<file path="config.mk">
export PLATFORM = sky130hd
export DESIGN_NAME = pipeline_stream
export DESIGN_NICKNAME = d
export VERILOG_FILES = /design/src/rtl/pipeline_stream.sv
export SDC_FILE = /design/constraint.sdc
export NUM_CORES = 1
export LEC_CHECK = 0
export CAP_MARGIN = 5
export CORE_AREA = 2 2 39 41
export CTS_BUF_LIST = sky130_fd_sc_hd__clkbuf_8
export DETAILED_ROUTE_END_ITERATION = 6
export DIE_AREA = 0 0 41 43
export PLACE_DENSITY_LB_ADDON = 0.15
export SLEW_MARGIN = 0
export SYNTH_ARGS = -nofsm -noshare
export SYNTH_HDL_FRONTEND = slang
export SYNTH_SLANG_ARGS = --single-unit
</file>
<file path="constraint.sdc">
create_clock -name clk -period 1.8 [get_ports clk]
set_clock_uncertainty 0.05 [all_clocks]
set_input_delay 0.54 -clock clk [delete_from_list [all_inputs] [get_ports clk]]
set_output_delay 0.54 -clock clk [all_outputs]
set_load 0.05 [all_outputs]
</file>
<file path="src/rtl/pipeline_stream.sv">
// Elastic valid/ready delay line: LENGTH register stages where stalls propagate
// upstream combinationally and empty stages (bubbles) are filled by upstream words.
module pipeline_stream #(
    parameter int LENGTH      = 2,
    parameter int WIDTH       = 1,
    parameter int COUNT_WIDTH = 2
) (
    input  logic                   clk,
    input  logic                   rst,
    input  logic [WIDTH-1:0]       in_data,
    input  logic                   in_valid,
    output logic                   in_ready,
    output logic [WIDTH-1:0]       out_data,
    output logic                   out_valid,
    input  logic                   out_ready,
    output logic [COUNT_WIDTH-1:0] count
);

    // Handshake: a word transfers on a rising edge only when valid and ready are
    // both high in the cycle before it; valid never waits on ready, ready may
    // depend combinationally on the opposite end.
    logic [LENGTH-1:0]      r_valid;
    logic [WIDTH-1:0]       r_data [LENGTH];
    logic [COUNT_WIDTH-1:0] r_count;
    logic [LENGTH-1:0]      w_mv;
    logic                   w_mv_chain;
    logic                   w_push;
    logic                   w_pop;

    // Walk from the output end back to the input so each stage sees whether its
    // downstream neighbour will make room this cycle.
    always_comb begin
        w_mv               = '0;
        w_mv_chain         = !r_valid[LENGTH-1] | out_ready;
        w_mv[LENGTH-1]     = w_mv_chain;
        for (int i = LENGTH - 2; i >= 0; i--) begin
            w_mv_chain = !r_valid[i] | (r_valid[i+1] ? w_mv_chain : 1'b1);
            w_mv[i]    = w_mv_chain;
        end
    end

    assign w_push = in_valid & w_mv[0];
    assign w_pop  = r_valid[LENGTH-1] & out_ready;

    always_ff @(posedge clk) begin
        if (rst) begin
            r_valid <= '0;
            for (int i = 0; i < LENGTH; i++) begin
                r_data[i] <= '0;
            end
            r_count <= '0;
        end else begin
            if (w_mv[0]) begin
                r_valid[0] <= in_valid;
                if (in_valid) begin
                    r_data[0] <= in_data;
                end
            end
            for (int i = 1; i < LENGTH; i++) begin
                if (w_mv[i]) begin
                    r_valid[i] <= r_valid[i-1];
                    if (r_valid[i-1]) begin
                        r_data[i] <= r_data[i-1];
                    end
                end
            end
            case ({w_push, w_pop})
                2'b10:   r_count <= r_count + COUNT_WIDTH'(1);
                2'b01:   r_count <= r_count - COUNT_WIDTH'(1);
                default: r_count <= r_count;
            endcase
        end
    end

    assign in_ready  = w_mv[0];
    assign out_data  = r_data[LENGTH-1];
    assign out_valid = r_valid[LENGTH-1];
    assign count     = r_count;

endmodule

</file>
==> summary.txt <==
Run status
  • Status: finished, violations left
  • Failing checks: setup timing

Yosys
  • Synth Area in XOR/XNOR: 0.06481
  • Cells after Synth: 28
  • Main combinational cell family by area after synthesis: simple AND/OR/NAND/NOR gates
  • Mux share of post-synthesis cell area: 0
  • Distinct cells, synth: 16
  • Sequential area share after synthesis: 0.5185
  • Adder-Cell Fraction of Synth Area: 0.04630
  • Syn. warnings: 0
  • Synthesized flop and latch total: 6
  • Avg Inst Size Synth: 9.652 µm²
  • Complex-gate fraction of the synthesized area: 0.08333
  • Post-synthesis simple-gate area fraction: 0.2593
  • Syn_nets: 34
  • Post-Syn Area: 270.3 µm²

Die
  • I/O pins: 10
  • Num rows: 14
  • Area of the core: 0.001384 mm²
  • Initial Utilization: 0.1953
  • Die Area: 0.001763 mm²
  • Die Ht: 43 µm
  • Die width: 41 µm

Critical path
  • Reg-to-Reg End: count[1]
  • R2R cell count: 7
  • Critical R2R Launch: r_valid[0]
  • WS Path Type: input pin to output port
  • Worst EP arrival: 1.24 ns
  • Crit start category: input pin
  • Worst setup EP type: output port
  • Worst reg2reg setup slack: 0.09 ns
  • Worst-path fanout max: 3
  • CP Data Required Time: 1.21 ns

Detailed routing
  • DR DRC count: 0
  • Drt first pass iters: 4
  • DR iter-0 viols: 3
  • Detail Route Antenna Nets: 0
  • Routed len/inst: 8.905 µm
  • Vias/cell: 4.063
  • Vias: 256
  • Final wirelength: 561 µm

Hold path
  • Min-Delay Path Class: register to register
  • Hold endpoint: r_valid[1]
  • Worst Hold Depth: 2
  • Min-delay src: r_valid[0]

Power and ir drop
  • VDD IR max: 0.5735 mV
  • Comb power frac: 0.240
  • Part of the power in registers: 0.340
  • P_sw: 0.0001268 W
  • Cell Int Power: 0.0003634 W
  • Pwr Density: 884.5 mW/mm²
  • Switching share of power: 0.2587
  • Leakage power: 0.2454 nW
  • Clock network power share: 0.421

Placement
  • Hpwl dp: 471.1 µm
  • Port Buffers: 9
  • Placer Congestion: 0.6821
  • Pre-CTS WS: -0.5061 ns

Global route
  • Pin count of the biggest net entering global routing: 6
  • First-pass GRT wire length: 931 µm
  • Antenna violations before repair: 0
  • Number of global-route vias before repair: 254
  • Global route overflow: 0
  • All-Layer GR Usage: 0.08761

Clock network
  • H-Tree Depth: 1
  • TritonCTS clock tree: built
  • Clk_lat worst skew: 0.22 ns
  • Clock Path Buffers: 2
  • Post-CTS Hold Fix Bufs: 0
  • Cts bufs inserted: 3
  • CTS root buffer: clkbuf_8
  • Sink Count: 6
  • Clock-pin slew on the worst setup and hold paths: 0.04 ns

Job
  • Max_cap viols: 0

Final layout
  • Final Net Count: 54
  • Area Overhead vs Synth: 105.1%
  • Core Util, Final: 0.4005
  • Ant diodes: 0
  • Fillers: 141
  • Share of layout cells above drive strength 1: 0.4255

STA
  • Slew Limit Headroom: 0.8708
  • Minimum clock period: 1.829 ns
  • Worst-Margin Slew: 0.1923 ns
  • FMAX: 546.9 MHz
  • Hold Slack: 0.4224 ns
  • RSZ-0062 raised after global routing: yes
  • Final setup viols: 1
  • Final Hold Violating Endpoints: 0
  • Tcrit/Tclk final: 1.016
  • Slew Limit Fails: 0
  • Fin worst setup slack: -0.02853 ns
-- worst max-delay path: stages --
cell and delay [ns]:
buf_6 0.09, and3b_2 0.26, clkinvlp_4 0.09, buf_6 0.12
buf_12 0.13
-- layout make-up --
type	count	area, µm²	share of cell area
repair buffers	15	192.7	0.3476
multi-input cells	20	143.9	0.2596
flip-flops and latches	6	141.4	0.2551
clock buffers	3	41.29	0.07449
well taps	16	20.02	0.03612
inverters	2	11.26	0.02032
clock inverters	1	3.754	0.006772
-- cells in the mapped netlist --
library cell	instances	share of area
a21oi_1	2	0.037
nand2b_1	2	0.046
nor3_1	1	0.019
nor2_1	4	0.056
and3b_1	1	0.032
xnor2_1	1	0.032
xor2_1	1	0.032
and2_1	3	0.069
edfxtp_1	2	0.22
o21ai_0	1	0.019
ha_1	1	0.046
inv_1	2	0.028
a21o_1	1	0.028
or3_1	1	0.023
nand2_1	1	0.014
dfxtp_1	4	0.30
-- power by group through the flow --
stage | clock network [W] | logic, W | registers [W]
2_1_floorplan | 0 | 0.0000275 | 0.000193
3_3_place_gp | 0 | 0.000115 | 0.000168
3_5_place_dp | 0 | 0.000116 | 0.000169
4_1_cts | 0.000213 | 0.000118 | 0.000167
5_1_grt | 0.000223 | 0.000124 | 0.000168
6_report | 0.000206 | 0.000117 | 0.000167
-- logic make-up after synthesis --
group                    count (synthesis)
XOR/XNOR                                 2
AO/OA/AOI/OAI                            4
AND/OR/NAND/NOR                         13
adder cells (fa/ha/maj)                  1
buffers and inverters                    2
flip-flops                               6
-- state kept, by name (all words and copies together), names as in the netlist --
name and flops:
count 2, r_valid 2, r_data 2
-- through the flow --
stage | cell area (µm²) | power (W) | setup TNS (ns) | std cells
final | 554.3 | 0.0004902 | -0.02853 | 63
after global routing | 554.3 | 0.0005149 | -0.1174 | 63
after CTS | 546.8 | 0.0004979 | -0.03245 | 63
after detailed placement | 481.7 | 0.0002852 | -1.352 | 57
after global placement | 481.7 | 0.0002833 | -1.222 | 57
after floorplan | 291.5 | 0.0002207 | -0.2008 | 28
-- timing repair --
| action | in CTS | in global routing |
|---|---|---|
| endpoints found under the setup margin | 3 | 2 |
| resized for setup | 6 | 2 |
| pin swaps | 0 | 2 |
| setup buffers | 2 | 0 |
-- cells in the final DEF, fill, tap and decap left out, drive strengths merged --
master / n
a21o: 1
a21oi: 2
and2: 3
and3b: 1
buf: 12
clkbuf: 3
clkdlybuf4s50: 2
clkinvlp: 1
dfxtp: 4
dlymetal6s2s: 1
edfxtp: 2
ha: 1
inv: 2
nand2: 1
nand2b: 2
nor2: 4
nor3: 1
o21ai: 1
or3: 1
xnor2: 1
xor2: 1
-- worst max path at each step --
stage	to	cells after the start	start
floorplan	count[1]	7	out_ready
global placement	count[1]	8	out_ready
detailed placement	count[1]	8	out_ready
CTS	in_ready	5	out_ready
global route	in_ready	5	out_ready
finish	in_ready	5	out_ready
-- metal layers --
metal,wire length (µm),GRT usage
met1,212,0.08766
met2,289,0.1125
met3,48,0.06283
met4,11,0.08000
met5,0,0
(Power assumes the default switching activity.)
==> edit (config.mk and constraints unchanged) <==
`LENGTH`: 2 -> 4.
--- a/src/rtl/pipeline_stream.sv
+++ b/src/rtl/pipeline_stream.sv
@@ -1,7 +1,7 @@
 // Elastic valid/ready delay line: LENGTH register stages where stalls propagate
 // upstream combinationally and empty stages (bubbles) are filled by upstream words.
 module pipeline_stream #(
-    parameter int LENGTH      = 2,
+    parameter int LENGTH      = 4,
     parameter int WIDTH       = 1,
     parameter int COUNT_WIDTH = 2
 ) (
Formal check against the unedited RTL: not equivalent (a bounded check fails within 4 cycles, from zero or initial values and one cycle with rst high).
==> edit against the unedited design <==
The flow still finishes with violations (negative setup slack). Wire length increased by 46%. Sequential cell count increased by 4. Worst setup slack got worse by 0.067 ns. Cell count increased by 25%. Design area increased by 38%. Register-to-register slack got worse by 0.04 ns. Synthesized area increased by 64%. Die area unchanged. Total power increased by 20%.
==> edit: results (changes against the unedited design) <==
| Metric | Value |
|---|---|
| Port Buffers | 9 (unchanged) |
| Synth Warn # | 0 (unchanged) |
| Total wire length | 821 microns (+46%) |
| Met3 routed WL | 39 microns (-19%) |
| Initial antenna violation count | 0 (unchanged) |
| Met1 wire length | 328 microns (+55%) |
| Vias in the first global route | 369 (+45%) |
| Gr usage total | 0.127 (+0.0393) |
| Top cells by area, synth | dfxtp_1 27%, edfxtp_1 27%, nand2b_1 7.0%, nor2_1 5.9%, and4b_1 4.5% |
| Fin nets | 70 (+30%) |
| Met1 Use GR | 0.140 (+0.0523) |
| # setup viols final | 1 (unchanged) |
| Top cells by count, synth | 7 x nor2_1, 6 x dfxtp_1, 5 x nand2b_1 |
| VDD IR max | 0.449 mV (-22%) |
| Mapped Avg Cell Area | 10.3 sq um (+7.0%) |
| Share of cells above drive strength 1 | 0.397 (-0.0287) |
| Ys async rst share | 0 (unchanged) |
| Hold WC Path Type | reg2reg |
| Status | finished, violations left |
| Diode count | 0 (unchanged) |
| M2 GR Usage | 0.194 (+0.0813) |
| Routability cong. | 0.747 (+9.5%) |
| Distinct cell type count after synthesis | 19 (+3) |
| EDFF count, synth | 4 (+2) |
| Clk pin slew, worst setup/hold paths | 0.04 ns (about the same) |
| First-pass GRT wire length | 1460 microns (+57%) |
| Sequential share of the synthesized area | 0.541 (+0.0223) |
| Cell count after placement | 73 (+28%) |
| FILL cells | 112 (-21%) |
| Grt met3 use | 0.0785 (+0.0157) |
| Met2 WL | 453 microns (+57%) |
| Static Leak | 0.305 nW (+24%) |
| Max Used Layer | met3 |
| Pin count of the biggest net entering global routing | 11 (+5) |
| Via count | 360 (+41%) |
| Failing checks | negative setup slack |
| DRC marker count from the first detailed-route iteration | 3 (unchanged) |
| Final Worst Setup Slack | -0.0956 ns (-0.0671 ns) |
| Clock Path Buffers | 2 (unchanged) |
| Cts bufs inserted | 3 (unchanged) |
| CP max FO | 3 (unchanged) |
| Pre-CTS WS | -0.547 ns (-0.0409 ns) |
| Slew headroom | 0.790 (-0.0805) |
| Skew-Pair Late Insertion Delay | 0.23 ns |
| Clock Tree Root | clkbuf_8 |
| Total Neg Setup Slack | -0.0956 ns (-0.0671 ns) |
| Synth Net Count | 49 (+44%) |
| WL/cell | 10.4 microns (+17%) |
| DRT Pass-1 Iters | 4 (unchanged) |
## edit: worst paths after layout
path,slack [ns],from,depth (start not counted),end
min reg2reg,0.44,r_valid[1]$_SDFFE_PP0N_,2,r_valid[2]$_SDFFE_PP0N_
max,-0.1,out_ready,5,in_ready
max reg2reg,0.05,r_valid[2]$_SDFFE_PP0N_,7,count[1]$_SDFFE_PP0P_
min,0.44,r_valid[1]$_SDFFE_PP0N_,2,r_valid[2]$_SDFFE_PP0N_
## edit: timing repair
item,in CTS,in global routing
setup buffers,2,0
setup endpoints to repair,6,2
pin swaps,0,2
hold buffers,0,0
resized for setup,5,2
## edit: logic make-up after synthesis
| family | after synthesis | share of synthesized area |
|---|---|---|
| compound gates | 6 | 0.0732 |
| xor+xnor | 2 | 0.0394 |
| fa+ha+maj | 1 | 0.0282 |
| buf+inv | 1 | 0.00844 |
| flops | 10 | 0.541 |
| simple gates | 23 | 0.310 |
## edit: layout make-up
class,count,share of cell area
Timing Repair Buffer,17,0.280
Clock inverter,1,0.00491
Sequential cell,10,0.316
Tap cell,16,0.0262
Multi-Input combinational cell,32,0.319
Clock buffer,3,0.0540
## edit: stage by stage
stage,instance area (sq um),power [W]
final,764,0.000587
after global routing,764,0.000619
after CTS,756,0.000593
after detailed placement,694,0.000363
after global placement,694,0.000360
after floorplan,480,0.000311
## edit: worst max-delay path, stage by stage
cell and delay, ns:
buf_6 0.09, and4b_2 0.34, nand2_8 0.06, buf_12 0.13, buf_12 0.13
## edit: power breakdown
part           leakage (nW)  total, W  internal (W)  switching, W
Combinational         0.185  0.000101     0.0000548     0.0000458
Clock                0.0269  0.000224      0.000148     0.0000758
Sequential           0.0927  0.000263      0.000250     0.0000131
